===== src/rtl/mul_float.sv =====
// Multi-cycle IEEE-754 single-precision multiplier with a shift-add mantissa core.
// Define MUL_FLOAT_RNE_EN for round-to-nearest-even; the default build truncates.
module mul_float #(
  parameter int FLOAT_WIDTH = 32,
  parameter int EXP_WIDTH   = 8
) (
  input  logic                   clk,
  input  logic                   rst,
  input  logic                   start,
  input  logic [FLOAT_WIDTH-1:0] a,
  input  logic [FLOAT_WIDTH-1:0] b,
  output logic [FLOAT_WIDTH-1:0] o,
  output logic                   nan,
  output logic                   overflow,
  output logic                   underflow,
  output logic                   zero,
  output logic                   done,
  output logic                   busy
);

  localparam int FRAC_W  = FLOAT_WIDTH - EXP_WIDTH - 1;
  localparam int MANT_W  = FRAC_W + 1;
  localparam int PROD_W  = 2 * MANT_W;
  localparam int ESUM_W  = EXP_WIDTH + 2;
  localparam int CNT_W   = $clog2(MANT_W);
  localparam int BIAS    = (1 << (EXP_WIDTH - 1)) - 1;
  localparam int EXP_MAX = (1 << EXP_WIDTH) - 1;

  localparam logic signed [ESUM_W-1:0] EXP_MAX_S = ESUM_W'(EXP_MAX);
  localparam logic [FLOAT_WIDTH-1:0]   QNAN      = {1'b0, {EXP_WIDTH{1'b1}}, 1'b1, {(FRAC_W-1){1'b0}}};

`ifdef MUL_FLOAT_RNE_EN
  localparam bit RNE_EN = 1'b1;
`else
  localparam bit RNE_EN = 1'b0;
`endif

  typedef enum logic [2:0] {S_IDLE, S_UNPACK, S_MUL, S_NORM, S_ROUND, S_DONE} state_t;
  typedef enum logic [1:0] {SPC_NONE, SPC_NAN, SPC_INF, SPC_ZERO} spc_t;

  state_t                    state_q, state_d;
  spc_t                      spc_q, spc_d;
  logic [FLOAT_WIDTH-1:0]    a_q, a_d, b_q, b_d;
  logic                      sign_q, sign_d;
  logic signed [ESUM_W-1:0]  exp_q, exp_d;
  logic [PROD_W-1:0]         mcand_q, mcand_d, acc_q, acc_d;
  logic [MANT_W-1:0]         mplier_q, mplier_d, mant_q, mant_d;
  logic [CNT_W-1:0]          cnt_q, cnt_d;
  logic                      guard_q, guard_d, sticky_q, sticky_d;
  logic [FLOAT_WIDTH-1:0]    o_q, o_d;
  logic                      nan_q, nan_d, ovf_q, ovf_d, unf_q, unf_d, zero_q, zero_d;

  logic [EXP_WIDTH-1:0]      ea, eb;
  logic [FRAC_W-1:0]         fa, fb;
  logic                      a_nan, b_nan, a_inf, b_inf, a_zero, b_zero;
  logic                      round_inc, carry;
  logic [MANT_W:0]           mant_r;
  logic [FRAC_W-1:0]         frac_n;
  logic signed [ESUM_W-1:0]  exp_r;

  assign ea     = a_q[FLOAT_WIDTH-2 -: EXP_WIDTH];
  assign eb     = b_q[FLOAT_WIDTH-2 -: EXP_WIDTH];
  assign fa     = a_q[FRAC_W-1:0];
  assign fb     = b_q[FRAC_W-1:0];
  assign a_nan  = (ea == '1) && (fa != '0);
  assign b_nan  = (eb == '1) && (fb != '0);
  assign a_inf  = (ea == '1) && (fa == '0);
  assign b_inf  = (eb == '1) && (fb == '0);
  assign a_zero = (ea == '0);
  assign b_zero = (eb == '0);

  assign round_inc = RNE_EN & guard_q & (sticky_q | mant_q[0]);
  assign mant_r    = {1'b0, mant_q} + (MANT_W+1)'(round_inc);
  assign carry     = mant_r[MANT_W];
  assign frac_n    = carry ? mant_r[FRAC_W:1] : mant_r[FRAC_W-1:0];
  assign exp_r     = carry ? exp_q + ESUM_W'(1) : exp_q;

  always_comb begin
    // NOTE: every target gets a default first so no path can infer a latch.
    state_d  = state_q;
    spc_d    = spc_q;
    a_d      = a_q;
    b_d      = b_q;
    sign_d   = sign_q;
    exp_d    = exp_q;
    mcand_d  = mcand_q;
    mplier_d = mplier_q;
    acc_d    = acc_q;
    cnt_d    = cnt_q;
    mant_d   = mant_q;
    guard_d  = guard_q;
    sticky_d = sticky_q;
    o_d      = o_q;
    nan_d    = nan_q;
    ovf_d    = ovf_q;
    unf_d    = unf_q;
    zero_d   = zero_q;
    unique case (state_q)
      S_IDLE: begin
        if (start) begin
          a_d     = a;
          b_d     = b;
          state_d = S_UNPACK;
        end
      end
      S_UNPACK: begin
        sign_d   = a_q[FLOAT_WIDTH-1] ^ b_q[FLOAT_WIDTH-1];
        exp_d    = $signed({2'b00, ea}) + $signed({2'b00, eb}) - ESUM_W'(BIAS);
        mcand_d  = {{MANT_W{1'b0}}, 1'b1, fa};
        mplier_d = {1'b1, fb};
        acc_d    = '0;
        cnt_d    = '0;
        if (a_nan || b_nan || (a_inf && b_zero) || (a_zero && b_inf)) spc_d = SPC_NAN;
        else if (a_inf || b_inf)                                       spc_d = SPC_INF;
        else if (a_zero || b_zero)                                     spc_d = SPC_ZERO;
        else                                                           spc_d = SPC_NONE;
        // Special cases skip the multiply but still commit in ROUND, giving a 2-cycle path.
        state_d = (spc_d == SPC_NONE) ? S_MUL : S_ROUND;
      end
      S_MUL: begin
        if (mplier_q[0]) acc_d = acc_q + mcand_q;
        mcand_d  = mcand_q << 1;
        mplier_d = mplier_q >> 1;
        cnt_d    = cnt_q + CNT_W'(1);
        if (cnt_q == CNT_W'(MANT_W - 1)) state_d = S_NORM;
      end
      S_NORM: begin
        if (acc_q[PROD_W-1]) begin
          mant_d   = acc_q[PROD_W-1 -: MANT_W];
          guard_d  = acc_q[PROD_W-1-MANT_W];
          sticky_d = |acc_q[PROD_W-2-MANT_W:0];
          exp_d    = exp_q + ESUM_W'(1);
        end else begin
          mant_d   = acc_q[PROD_W-2 -: MANT_W];
          guard_d  = acc_q[PROD_W-2-MANT_W];
          sticky_d = |acc_q[PROD_W-3-MANT_W:0];
        end
        state_d = S_ROUND;
      end
      S_ROUND: begin
        nan_d  = 1'b0;
        ovf_d  = 1'b0;
        unf_d  = 1'b0;
        zero_d = 1'b0;
        unique case (spc_q)
          SPC_NAN: begin
            o_d   = QNAN;
            nan_d = 1'b1;
          end
          SPC_INF:  o_d = {sign_q, {EXP_WIDTH{1'b1}}, {FRAC_W{1'b0}}};
          SPC_ZERO: begin
            o_d    = {sign_q, {(FLOAT_WIDTH-1){1'b0}}};
            zero_d = 1'b1;
          end
          default: begin
            if (!exp_r[ESUM_W-1] && (exp_r >= EXP_MAX_S)) begin
              o_d   = {sign_q, {EXP_WIDTH{1'b1}}, {FRAC_W{1'b0}}};
              ovf_d = 1'b1;
            end else if (exp_r[ESUM_W-1] || (exp_r == '0)) begin
              o_d    = {sign_q, {(FLOAT_WIDTH-1){1'b0}}};
              unf_d  = 1'b1;
              zero_d = 1'b1;
            end else begin
              o_d = {sign_q, exp_r[EXP_WIDTH-1:0], frac_n};
            end
          end
        endcase
        state_d = S_DONE;
      end
      S_DONE:  state_d = S_IDLE;
      default: state_d = S_IDLE;
    endcase
  end

  always_ff @(posedge clk) begin
    // NOTE: sequential state uses non-blocking assignments so all flops update together.
    if (rst) begin
      state_q  <= S_IDLE;
      spc_q    <= SPC_NONE;
      a_q      <= '0;
      b_q      <= '0;
      sign_q   <= 1'b0;
      exp_q    <= '0;
      mcand_q  <= '0;
      mplier_q <= '0;
      acc_q    <= '0;
      cnt_q    <= '0;
      mant_q   <= '0;
      guard_q  <= 1'b0;
      sticky_q <= 1'b0;
      o_q      <= '0;
      nan_q    <= 1'b0;
      ovf_q    <= 1'b0;
      unf_q    <= 1'b0;
      zero_q   <= 1'b0;
    end else begin
      state_q  <= state_d;
      spc_q    <= spc_d;
      a_q      <= a_d;
      b_q      <= b_d;
      sign_q   <= sign_d;
      exp_q    <= exp_d;
      mcand_q  <= mcand_d;
      mplier_q <= mplier_d;
      acc_q    <= acc_d;
      cnt_q    <= cnt_d;
      mant_q   <= mant_d;
      guard_q  <= guard_d;
      sticky_q <= sticky_d;
      o_q      <= o_d;
      nan_q    <= nan_d;
      ovf_q    <= ovf_d;
      unf_q    <= unf_d;
      zero_q   <= zero_d;
    end
  end

  assign o         = o_q;
  assign nan       = nan_q;
  assign overflow  = ovf_q;
  assign underflow = unf_q;
  assign zero      = zero_q;
  assign done      = (state_q == S_DONE);
  assign busy      = (state_q != S_IDLE);

endmodule


===== config.mk =====
export PLATFORM = sky130hd
export DESIGN_NAME = mul_float
export DESIGN_NICKNAME = d
export VERILOG_FILES = /design/src/rtl/mul_float.sv
export SDC_FILE = /design/constraint.sdc
export NUM_CORES = 1
export LEC_CHECK = 0
export BUFFER_PORTS_ARGS = -buffer_cell sky130_fd_sc_hd__buf_2
export CORE_UTILIZATION = 30
export CTS_BUF_LIST = sky130_fd_sc_hd__clkbuf_8 sky130_fd_sc_hd__clkbuf_16
export CTS_CLUSTER_SIZE = 14
export DETAILED_ROUTE_END_ITERATION = 7
export PLACE_DENSITY_LB_ADDON = 0.3
export SKIP_LAST_GASP = 1
export SYNTH_ARGS = -nofsm -noshare
export SYNTH_HDL_FRONTEND = slang
export SYNTH_SLANG_ARGS = --single-unit
export TNS_END_PERCENT = 1

===== constraint.sdc =====
create_clock -name clk -period 3.5 [get_ports clk]
set_clock_uncertainty 0.15 [all_clocks]
set_input_delay 0.175 -clock clk [delete_from_list [all_inputs] [get_ports clk]]
set_output_delay 0.175 -clock clk [all_outputs]
set_load 0.05 [all_outputs]

# [Word level (Yosys, flattened, before mapping)]
# Cells that the tools add are included.
[totals] ff_bits=264 in_bits=67 output_inout_bits=38 wordCells=96
[classes] addsub=5 n_lt_le_gt_ge=1 n_eq_ne=15 muxes=26 bitwise=1 reduce_logical=32
[op_table] operator="$pmux 48 s2" count=2
[op_table] operator="$pmux 32 s3" count=1
[op_table] operator="$mux 31" count=2
[op_table] operator="$add 48x48->48" count=1
[op_table] operator="$mux 48" count=1
[op_table] operator="$pmux 24 s2" count=1
[op_table] operator="$logic_not 23->1" count=2
[op_table] operator="$reduce_bool 23->1" count=2
[op_table] operator="$mux 23" count=1
[op_table] operator="$pmux 10 s2" count=1
[op_table] operator="$eq 8x8->1 const B" count=2
[op_table] operator="$logic_not 8->1" count=2
[op_table] operator="$pmux 3 s5" count=1
[op_table] operator="$add 10x2->10 const B" count=1
[op_table] operator="$ge 10x9->1 const B" count=1
[op_table] operator="$logic_not 10->1" count=1
[op_table] operator="$mux 10" count=1
[op_table] operator="$pmux 5 s2" count=1
[op_table] operator="$sub 9x7->10 const B" count=1
[op_table] operator="$add 8x8->9" count=1
[op_table] operator="$mux 3" count=3
[op_table] operator="$mux 2" count=4
[op_table] operator="$ne 2x2->1 const B" count=4
[op_table] operator="$reduce_and 2->1" count=4
[op_table] operator="other kinds (19)" count=39

# [Depth between registers and ports, before layout]
# Gate-level depths: netlist (run 1).
[logic_depth] word_depth=10 ltp_mapped=14

# [Least setup slack after synthesis (run 1)]
# OpenSTA, ideal clock, no wires.
[synth_path] path_type="register -> register" startpoint="register mcand_q[38]" endpoint="register acc_q[47]" arrival_time_ps=2334 t_required_ps=3233 path_slack_ps=899 path_stages_with_launch=11 path_buffers=1 synth_period_minus_slack_ps=2601 cell_sequence="dfxtp_1 > ha_1 > buf_2 > a21o_1 > a21o_1 > a21o_1 > a2111oi_2 > nor3_1 > a221oi_2 > o21ai_1 > a22o_1"
[synth_via] elab_chain_cells=3
[synth_rtl] item="from (decl)" line="46" text="logic [PROD_W-1:0] mcand_q, mcand_d, acc_q, acc_d;"
[synth_rtl] item="from (signal assigned)" line="203" text="mcand_q <= mcand_d;"
[synth_rtl] item="$add 48x48->48" line="121" text="if (mplier_q[0]) acc_d = acc_q + mcand_q;"
[synth_rtl] item="$mux 48" line="121"
[synth_rtl] item="$pmux 48 s2" line="98" text="unique case (state_q)"
[synth_rtl] item="to (signal assigned)" line="186" text="acc_q <= '0;"
[synth_rtl] item="to (signal assigned)" line="205" text="acc_q <= acc_d;"
[synth_rtl] item="to (decl)" line="46"
# No other way between the ends. The select of a mux whose other input is x is not followed.
# A chain may end at the register's enable or synchronous reset.

# [Worst setup path after layout (run 1)]
[layout_path] startpoint="register mcand_q[12]" endpoint="register acc_q[47]"
# Same word-level chain as after synthesis.

==> results of run 1 <==
==> power by group through the flow <==
stage,Sequential (mW),Clock (mW),Combinational (mW)
global route,3.40,3.43,1.44
detailed placement,3.43,0,1.23
global placement,3.43,0,1.21
CTS,3.37,3.28,1.29
finish,3.37,3.21,1.28
floorplan,3.41,0,0.857
==> through the flow <==
step	utilization [%]	power, mW	std cells	area [sq um]	setup WS, ns
6_report	36.7	7.86	2361	15900	0.446
5_1_grt	36.7	8.27	2361	15900	0.254
4_1_cts	36.7	7.94	2361	15900	0.512
3_5_place_dp	32.8	4.66	2246	14200	0.529
3_3_place_gp	32.8	4.64	2246	14200	0.636
2_1_floorplan	-	4.27	1653	13200	0.899
==> tightest hold or removal path: cells and delay by family <==
kind                   cells  cell delay [ns]
buffers and inverters      2             0.64
AO/OA/AOI/OAI              1             0.05
AND/OR/NAND/NOR            1             0.05
==> path summary, 6_finish.rpt <==
check | start | slack [ns] | end
min reg2reg | underflow$_SDFFE_PP0P_ | 0.30 | underflow$_SDFFE_PP0P_
max | mcand_q[12]$_SDFFE_PP0P_ | 0.45 | acc_q[47]$_SDFFE_PP0P_
max reg2reg | mcand_q[12]$_SDFFE_PP0P_ | 0.45 | acc_q[47]$_SDFFE_PP0P_
min | a[14] | 0.25 | a_q[14]$_SDFFE_PP0P_
==> synth_stat cells, types with 28 or more instances <==
master	number	area, sq um
sky130_fd_sc_hd__a22oi_1	100	751
sky130_fd_sc_hd__dfxtp_1	264	5290
sky130_fd_sc_hd__nand2_1	280	1050
sky130_fd_sc_hd__nand3_1	42	210
sky130_fd_sc_hd__nor2_1	138	518
sky130_fd_sc_hd__xnor2_1	28	245
sky130_fd_sc_hd__a21oi_1	222	1110
sky130_fd_sc_hd__a211oi_1	31	233
sky130_fd_sc_hd__o21ai_0	56	280
sky130_fd_sc_hd__clkbuf_1	98	368
sky130_fd_sc_hd__ha_1	70	876
sky130_fd_sc_hd__inv_1	33	124
==> state kept, by name, indices dropped and copies added (netlist names), 5 cells and up <==
signal / flops
cnt_q: 5
exp_q: 10
a_q: 32
o: 32
mcand_q: 48
mant_q: 23
acc_q: 48
mplier_q: 24
b_q: 32
==> metal layers <==
metal	vias to the layer above	global-route usage, %	share of wire (%)
li1	6121	-	-
met1	5627	22.1	50
met2	257	25.3	44
met3	44	2.42	4.2
met4	0	3.30	1.8
met5	-	0	0
==> cells in the final DEF (no fill, tap or decap), types with 6 or more instances in the layout <==
| cell type | Yosys | final |
|---|---|---|
| sky130_fd_sc_hd__nand2_1 | 280 | 279 |
| sky130_fd_sc_hd__dfxtp_1 | 264 | 264 |
| sky130_fd_sc_hd__a21oi_1 | 222 | 222 |
| sky130_fd_sc_hd__nor2_1 | 138 | 137 |
| sky130_fd_sc_hd__buf_2 | 11 | 103 |
| sky130_fd_sc_hd__a22oi_1 | 100 | 100 |
| sky130_fd_sc_hd__ha_1 | 70 | 70 |
| sky130_fd_sc_hd__dlygate4sd3_1 | 0 | 66 |
| sky130_fd_sc_hd__o21ai_0 | 56 | 56 |
| sky130_fd_sc_hd__nand3_1 | 42 | 42 |
| sky130_fd_sc_hd__inv_1 | 33 | 35 |
| sky130_fd_sc_hd__a211oi_1 | 31 | 31 |
| sky130_fd_sc_hd__clkbuf_16 | 0 | 29 |
| sky130_fd_sc_hd__xnor2_1 | 28 | 28 |
| sky130_fd_sc_hd__a21o_1 | 27 | 27 |
| sky130_fd_sc_hd__mux2i_1 | 25 | 25 |
| sky130_fd_sc_hd__nor3_1 | 24 | 23 |
| sky130_fd_sc_hd__xor2_1 | 20 | 20 |
| sky130_fd_sc_hd__nand4_1 | 19 | 19 |
| sky130_fd_sc_hd__nor4_1 | 19 | 19 |
| sky130_fd_sc_hd__buf_4 | 1 | 17 |
| sky130_fd_sc_hd__and3_1 | 13 | 12 |
| sky130_fd_sc_hd__o21bai_1 | 10 | 10 |
| sky130_fd_sc_hd__o21ai_1 | 10 | 10 |
| sky130_fd_sc_hd__a311oi_1 | 8 | 8 |
| sky130_fd_sc_hd__or3_1 | 7 | 7 |
| sky130_fd_sc_hd__a31oi_1 | 6 | 6 |
| sky130_fd_sc_hd__clkinv_2 | 0 | 6 |
==> layout make-up <==
type | instances | area share [%]
clock buffers | 34 | 5.00
inverters | 33 | 0.779
repair buffers | 188 | 8.40
well taps | 585 | 4.60
clock inverters | 15 | 1.28
flip-flops and latches | 264 | 33.2
multi-input cells | 1242 | 46.7
==> cells by family after synthesis <==
logic type               Yosys count  share of synthesized area (%)
flip-flops                       264                           39.9
buffers and inverters            147                           4.31
multiplexers                      25                           1.89
AND/OR/NAND/NOR                  577                           19.1
AO/OA/AOI/OAI                    520                           24.7
adder cells (fa/ha/maj)           72                           6.91
XOR/XNOR                          48                           3.17
==> results.txt, run 1 <==
Sequential cells were found to cover 39.9% of the synthesized design area. The share of total power in combinational logic was 16.3%. The routability congestion estimate from global placement is 0.858, and the maximum number of pins on one net before global-route repair is 226. The initialized floorplan defines 76 standard-cell rows. VDD sags by at most 380 uV.

Among cell families on the critical path, the largest total delay comes from compound AO/OA/AOI/OAI gates. During synthesis, Yosys emitted a total of 0 warnings. Counting every instance in the synthesized netlist gives 1653. The dominant synthesized flop cell was sky130_fd_sc_hd__dfxtp_1. Measured along the y axis, the die boundary spans 212 microns. The logs give 1 for the number of levels in the clock H-tree and 0 for the final setup violation count. The clock root buffer is sky130_fd_sc_hd__clkbuf_16. The final-report hold violation count was 0. For the overall track demand over capacity in global routing, the log shows 15.7%. The tools report the initial antenna violation count as 0.

The count of input and output buffers came out at 104. Sequential fraction of design power: 42.8%. Setup total negative slack on the finished layout was measured at 0 ns.

In this run the standard cell core region covers 43400 sq um. The power per unit of standard cell area was 494 nW/um^2; the area overhead of the layout relative to synthesis was 20.0%. TritonCTS built the clock tree. Setup repair after global routing left no endpoint under its margin.

The critical path data required time was 3.79 ns; the data arrival time at the worst-slack endpoint was 3.35 ns. The run gives 66 as the post-cts hold buffer count. The logs give 0 for the number of violations of the max-capacitance limit and 4499 for the count of filler cells inserted in the layout. The signal on the critical path passes through ha_1, a21oi_1, o21ai_0, a311oi_1, a21oi_1, o21ai_2, o21ai_2, a221oi_2, o21ai_0, a22o_1. The mean cell area of the mapped netlist was 8.02 sq um; the x dimension of the die was 212 microns. The kind of capture point of the worst setup path was a flip-flop.

The run finished, with violations left. The half-perimeter wire length after detailed placement is 23800 microns, and the tightest slew margin relative to the limit is -5.74%. Yosys mapped a number of flops with a built-in enable equal to 0. The detailed-route wire length per cell was 14.9 microns. The element type at the critical path start is a flip-flop.

Derived from the worst setup path, the maximum achievable clock frequency is 327 MHz. Subtracting the final worst setup slack from the clock period gives 3.05 ns. Internal power comes to 5.58 mW. The slew at the pin closest to its max-slew limit came out at 1.59 ns. The ratio of cells with drive above 1 in the final layout was 11.0%. Measured in cells, the most critical reg-to-reg path has a length of 10. Worst hold-check path type: input pin to flip-flop. During I/O placement, the number of pins put on the boundary was 105.

The clock network fraction of total power was 40.9%; the per-cell via count in the routed design was 5.10. Post-CTS timing repair inserted 0 buffers for setup. For the quantity of gates resized following cts, the log shows 0. Of the available clock period, the critical path in the final layout requires 87.2%. In this run switching power makes up 29.1% of total power. Hold is met by 0.253 ns.

Summing over every cut layer, the via total after detailed routing is 12000. The count of buffering cells on the critical path with inverters included was 0. The detailed router finished its first iteration with 758 violations.

For the worst-skew pair, the clock arrives at the later sink with an insertion delay of 0.56 ns. The longest clock path from root to sink contains 3 buffers. The first global-routing pass estimated 59100 microns of wire. The number of clock buffers added by TritonCTS is 28.

Counting instances, the worst hold path has a depth of 4. For this design the static power due to leakage is 6.08 nW. The type of the setup path with the least slack was flip-flop to flip-flop. Summing all flip-flop and latch instances after layout gives 5290 sq um.

The tree built by TritonCTS fans out to 264 sinks. The run gives 0 as the total grt overflow. In the routed design, unresolved DRC markers number 0.

The tools report the footprint of the multi-input gates as 7420 sq um. The delay of the slowest cell on the worst path was 0.40 ns; the clock-pin slew reported for the worst setup and hold paths after clock tree synthesis was 0.06 ns. The tools report the number of nets in the layout as 1896. Counting buffers and inverters, the worst setup path is 10 cells deep. The run gives 11700 as the via count of the first global-routing pass. The die covers 45000 sq um. For the number of antenna-violating nets in the routed design, the log shows 0.

For this design, the slowest cell found on the critical path is sky130_fd_sc_hd__ha_1. The analysis attributes to net switching a power of 2.28 mW. The worst-path maximum fanout works out to 7. For the count of inserted antenna diode cells, the log shows 0.

The first detailed-routing pass took 5 iterations. The tools report the net count after synthesis as 1792. For this block, the routed nets add up to 35200 microns of wire. The run gives 30.6% as the starting utilization of the core area. The checks that failed: slew limit. Counting flops and latches in the post-synthesis netlist gives 264. In this run the cell area of the synthesized design comes to 13200 sq um. Final number of max-transition violations: 96. Count of different cell masters after synthesis: 72. In the synthesized netlist the async set-or-reset flop fraction comes to 0%.
(Power assumes the default switching activity.)
==> run 2, diff against run 1 <==
CORE_UTILIZATION = 40   (was 30)
==> run 2 against run 1 <==
Effect of this change: utilization increased by 12 points; worst hold slack improved by 0.018 ns; flip-flop and latch count unchanged; the flow now finishes without violations; combinational power about the same; first-iteration DRC count increased by 7.7%; wire length decreased by 3.8%; critical endpoint unchanged; final cell count decreased by 5.1%; non-clock buffer count increased by 19.
==> results.txt, run 2 (synthesis gave the netlist of run 1 again) <==
The final number of max-transition violations was 0 (-100%). The count of filler cells inserted in the layout came out at 3182 (-29%). TritonCTS built the clock tree.

The tools report the final routed DRC violation total as 0 (unchanged). The overall track demand over capacity in global routing came out at 19.9% (+4.1 points). The half-perimeter wire length after detailed placement is 22300 microns (-6.7%), and the area overhead of the layout relative to synthesis is 20.1%.

For the number of rows in the core area, the log shows 66 (-13%). The tools report the wire length of the first global-routing pass as 56600 microns (-4.3%). The data arrival time at the worst-slack endpoint is 3.19 ns (-0.16 ns). The post-place instance area came out at 14100 sq um (-1.3%). The starting DRC count in detailed routing was 816 (+7.7%). The ratio of cells with drive above 1 in the final layout is 11.0% (-0.079 points). The initial antenna violation count is 0 (unchanged). The power per unit of standard cell area came out at 489 nW/um^2 (-1.1%). The run finished with clean final reports. The clock network latency to the later pin of the worst-skew pair is 0.54 ns (-0.02 ns), and the slew at the pin closest to its max-slew limit is 1.18 ns (-0.406 ns). For the tightest slew margin relative to the limit, the log shows 21.1% (+27 points). For the final setup violation count, the log shows 0 (unchanged). For the count of pins on the block boundary, the log shows 105 (unchanged).

The number of nets in the layout was 1915 (+1.0%); the die boundary height was 184 microns (-13%). Maximum number of pins on one net before global-route repair: 172 (-24%). The most common cell after layout, fill and taps aside was sky130_fd_sc_hd__nand2_1. The run gives 0 (unchanged) as the final-report hold violation count. The total wire length after detailed routing is 33900 microns (-3.8%).

Post-route non-filler standard cell count: 2240 (-5.1%). Setup repair after global routing left no endpoint under its margin. Leaving out fill and tap cells, the most frequent cells in the layout are sky130_fd_sc_hd__nand2_1 (279), sky130_fd_sc_hd__dfxtp_1 (264), sky130_fd_sc_hd__a21oi_1 (222). Post-route setup TNS: 0 ns (unchanged). The CTS buffer count came out at 28 (unchanged). The tools report the cell count after placement as 2102 (-6.4%).

CTS placed an instance of sky130_fd_sc_hd__clkbuf_16 at the clock tree root. The worst hold-check path type is input pin to flip-flop. The number of iterations in the first detailed-routing pass is 6 (+1), and the number of buffers on the longest clock path is 3 (unchanged). The routability congestion estimate from global placement is 0.916 (+6.8%), and the die footprint is 33900 sq um (-25%). The number of vias in the routed layout was 12100 (+0.33%); the number of antenna-violating nets in the routed design was 0 (unchanged).

The total grt overflow was 0 (unchanged). X dimension of the die: 184 microns (-13%). The count of input and output buffers was 104 (unchanged). For the via count of the first global-routing pass, the log shows 11500 (-1.8%). Area of all placed cells without fillers: 15900 sq um (+0.11%).

The worst-path maximum fanout was 7 (unchanged). The run gives 3.78 ns (about the same) as the critical path data required time. Element type at the critical path start: a flip-flop. The cell leakage power came out at 6.21 nW (+2.1%). For the maximum clock frequency, the log shows 344 MHz (+5.0%). The clock-pin slew reported for the worst setup and hold paths after clock tree synthesis was 0.06 ns (about the same). TritonCTS sink count: 264 (unchanged). The post-layout utilization of the core is 48.9% (+12 points), and the count of inserted antenna diode cells is 0 (unchanged). The clock period minus final worst setup slack is 2.91 ns (-0.144 ns). The largest registers in the layout are acc_q: 48 flops, mcand_q: 48 flops. The tools report the number of levels in the clock H-tree as 1 (unchanged). The type of the setup path with the least slack was flip-flop to flip-flop. STA classifies the critical path endpoint as a flip-flop. The quantity of gates resized following cts came out at 0 (unchanged). The detailed-route wire length per cell is 15.1 microns (+1.4%). The starting utilization of the core area was 40.7% (+10 points); the worst vdd rail ir drop was 364 uV (-4.1%).

The post-route fraction of the period consumed by the critical path works out to 83.1% (-4.1 points). The per-cell via count in the routed design is 5.40 (+5.8%), and the worst-case hold slack is 0.271 ns (+0.0179 ns). The run gives 32500 sq um (-25%) as the core area.

The tools report the number of violations of the max-capacitance limit as 0 (unchanged).
run 2: changes by cell type in the layout (fill, tap and decap cells not counted), sizes merged:
cell         delta
dlygate4sd3    +20
clkbuf          +7
inv             +2
clkinv          -3
buf             -1
bufinv          -3
run 2: report_power, final:
part           total (mW)  leakage [nW]  internal, mW  switching [mW]
sequential           3.36          2.14          3.18           0.174
clock                3.12         0.504          1.90            1.22
combinational        1.31          3.57         0.451           0.859
run 2: worst max-delay path, stage by stage (launching register included):
cell	delay, ns
sky130_fd_sc_hd__dfxtp_1	0.32
sky130_fd_sc_hd__ha_1	0.39
sky130_fd_sc_hd__a21oi_1	0.23
sky130_fd_sc_hd__o21ai_0	0.12
sky130_fd_sc_hd__a311oi_1	0.36
sky130_fd_sc_hd__a21oi_1	0.19
sky130_fd_sc_hd__o21ai_2	0.25
sky130_fd_sc_hd__o21ai_2	0.13
sky130_fd_sc_hd__a221oi_2	0.32
sky130_fd_sc_hd__o21ai_1	0.13
sky130_fd_sc_hd__a22o_1	0.21
run 2: timing repair:
action,CTS,global route
endpoints found under the hold margin,114,0
hold buffers,86,0
setup buffers,0,0
run 2: per-stage QoR:
stage	worst slack [ns]	total power [mW]
3_5_place_dp	0.621	4.63
2_1_floorplan	0.899	4.27
3_3_place_gp	0.682	4.61
6_report	0.591	7.79
5_1_grt	0.251	8.17
4_1_cts	0.600	7.87
run 2: metal layers:
layer / vias to the layer above / share of wire, % / track usage (%) / wire (microns)
li1: 6152 / - / - / -
met1: 5624 / 48 / 27.2 / 16400
met2: 268 / 46 / 32.9 / 15400
met3: 45 / 4.2 / 2.60 / 1440
met4: 0 / 1.8 / 4.80 / 614
met5: - / 0 / 0 / 0
run 2: path summary, 6_finish.rpt:
| kind | end | slack (ns) | cells after the start | from |
|---|---|---|---|---|
| worst max-delay path | acc_q[47]$_SDFFE_PP0P_ | 0.59 | 10 | mcand_q[12]$_SDFFE_PP0P_ |
| worst min-delay path | b_q[16]$_SDFFE_PP0P_ | 0.27 | 4 | b[16] |
| worst max register to register | acc_q[47]$_SDFFE_PP0P_ | 0.59 | 10 | mcand_q[12]$_SDFFE_PP0P_ |
| worst min register to register | mplier_q[10]$_SDFFE_PP0P_ | 0.31 | 2 | mplier_q[10]$_SDFFE_PP0P_ |
run 2: layout make-up:
type / count / area [sq um] / area share, %
multi-input cells: 1242 / 7420 / 46.6
flip-flops and latches: 264 / 5290 / 33.2
repair buffers: 207 / 1530 / 9.60
clock buffers: 41 / 891 / 5.60
well taps: 442 / 553 / 3.48
inverters: 33 / 124 / 0.778
clock inverters: 11 / 110 / 0.692
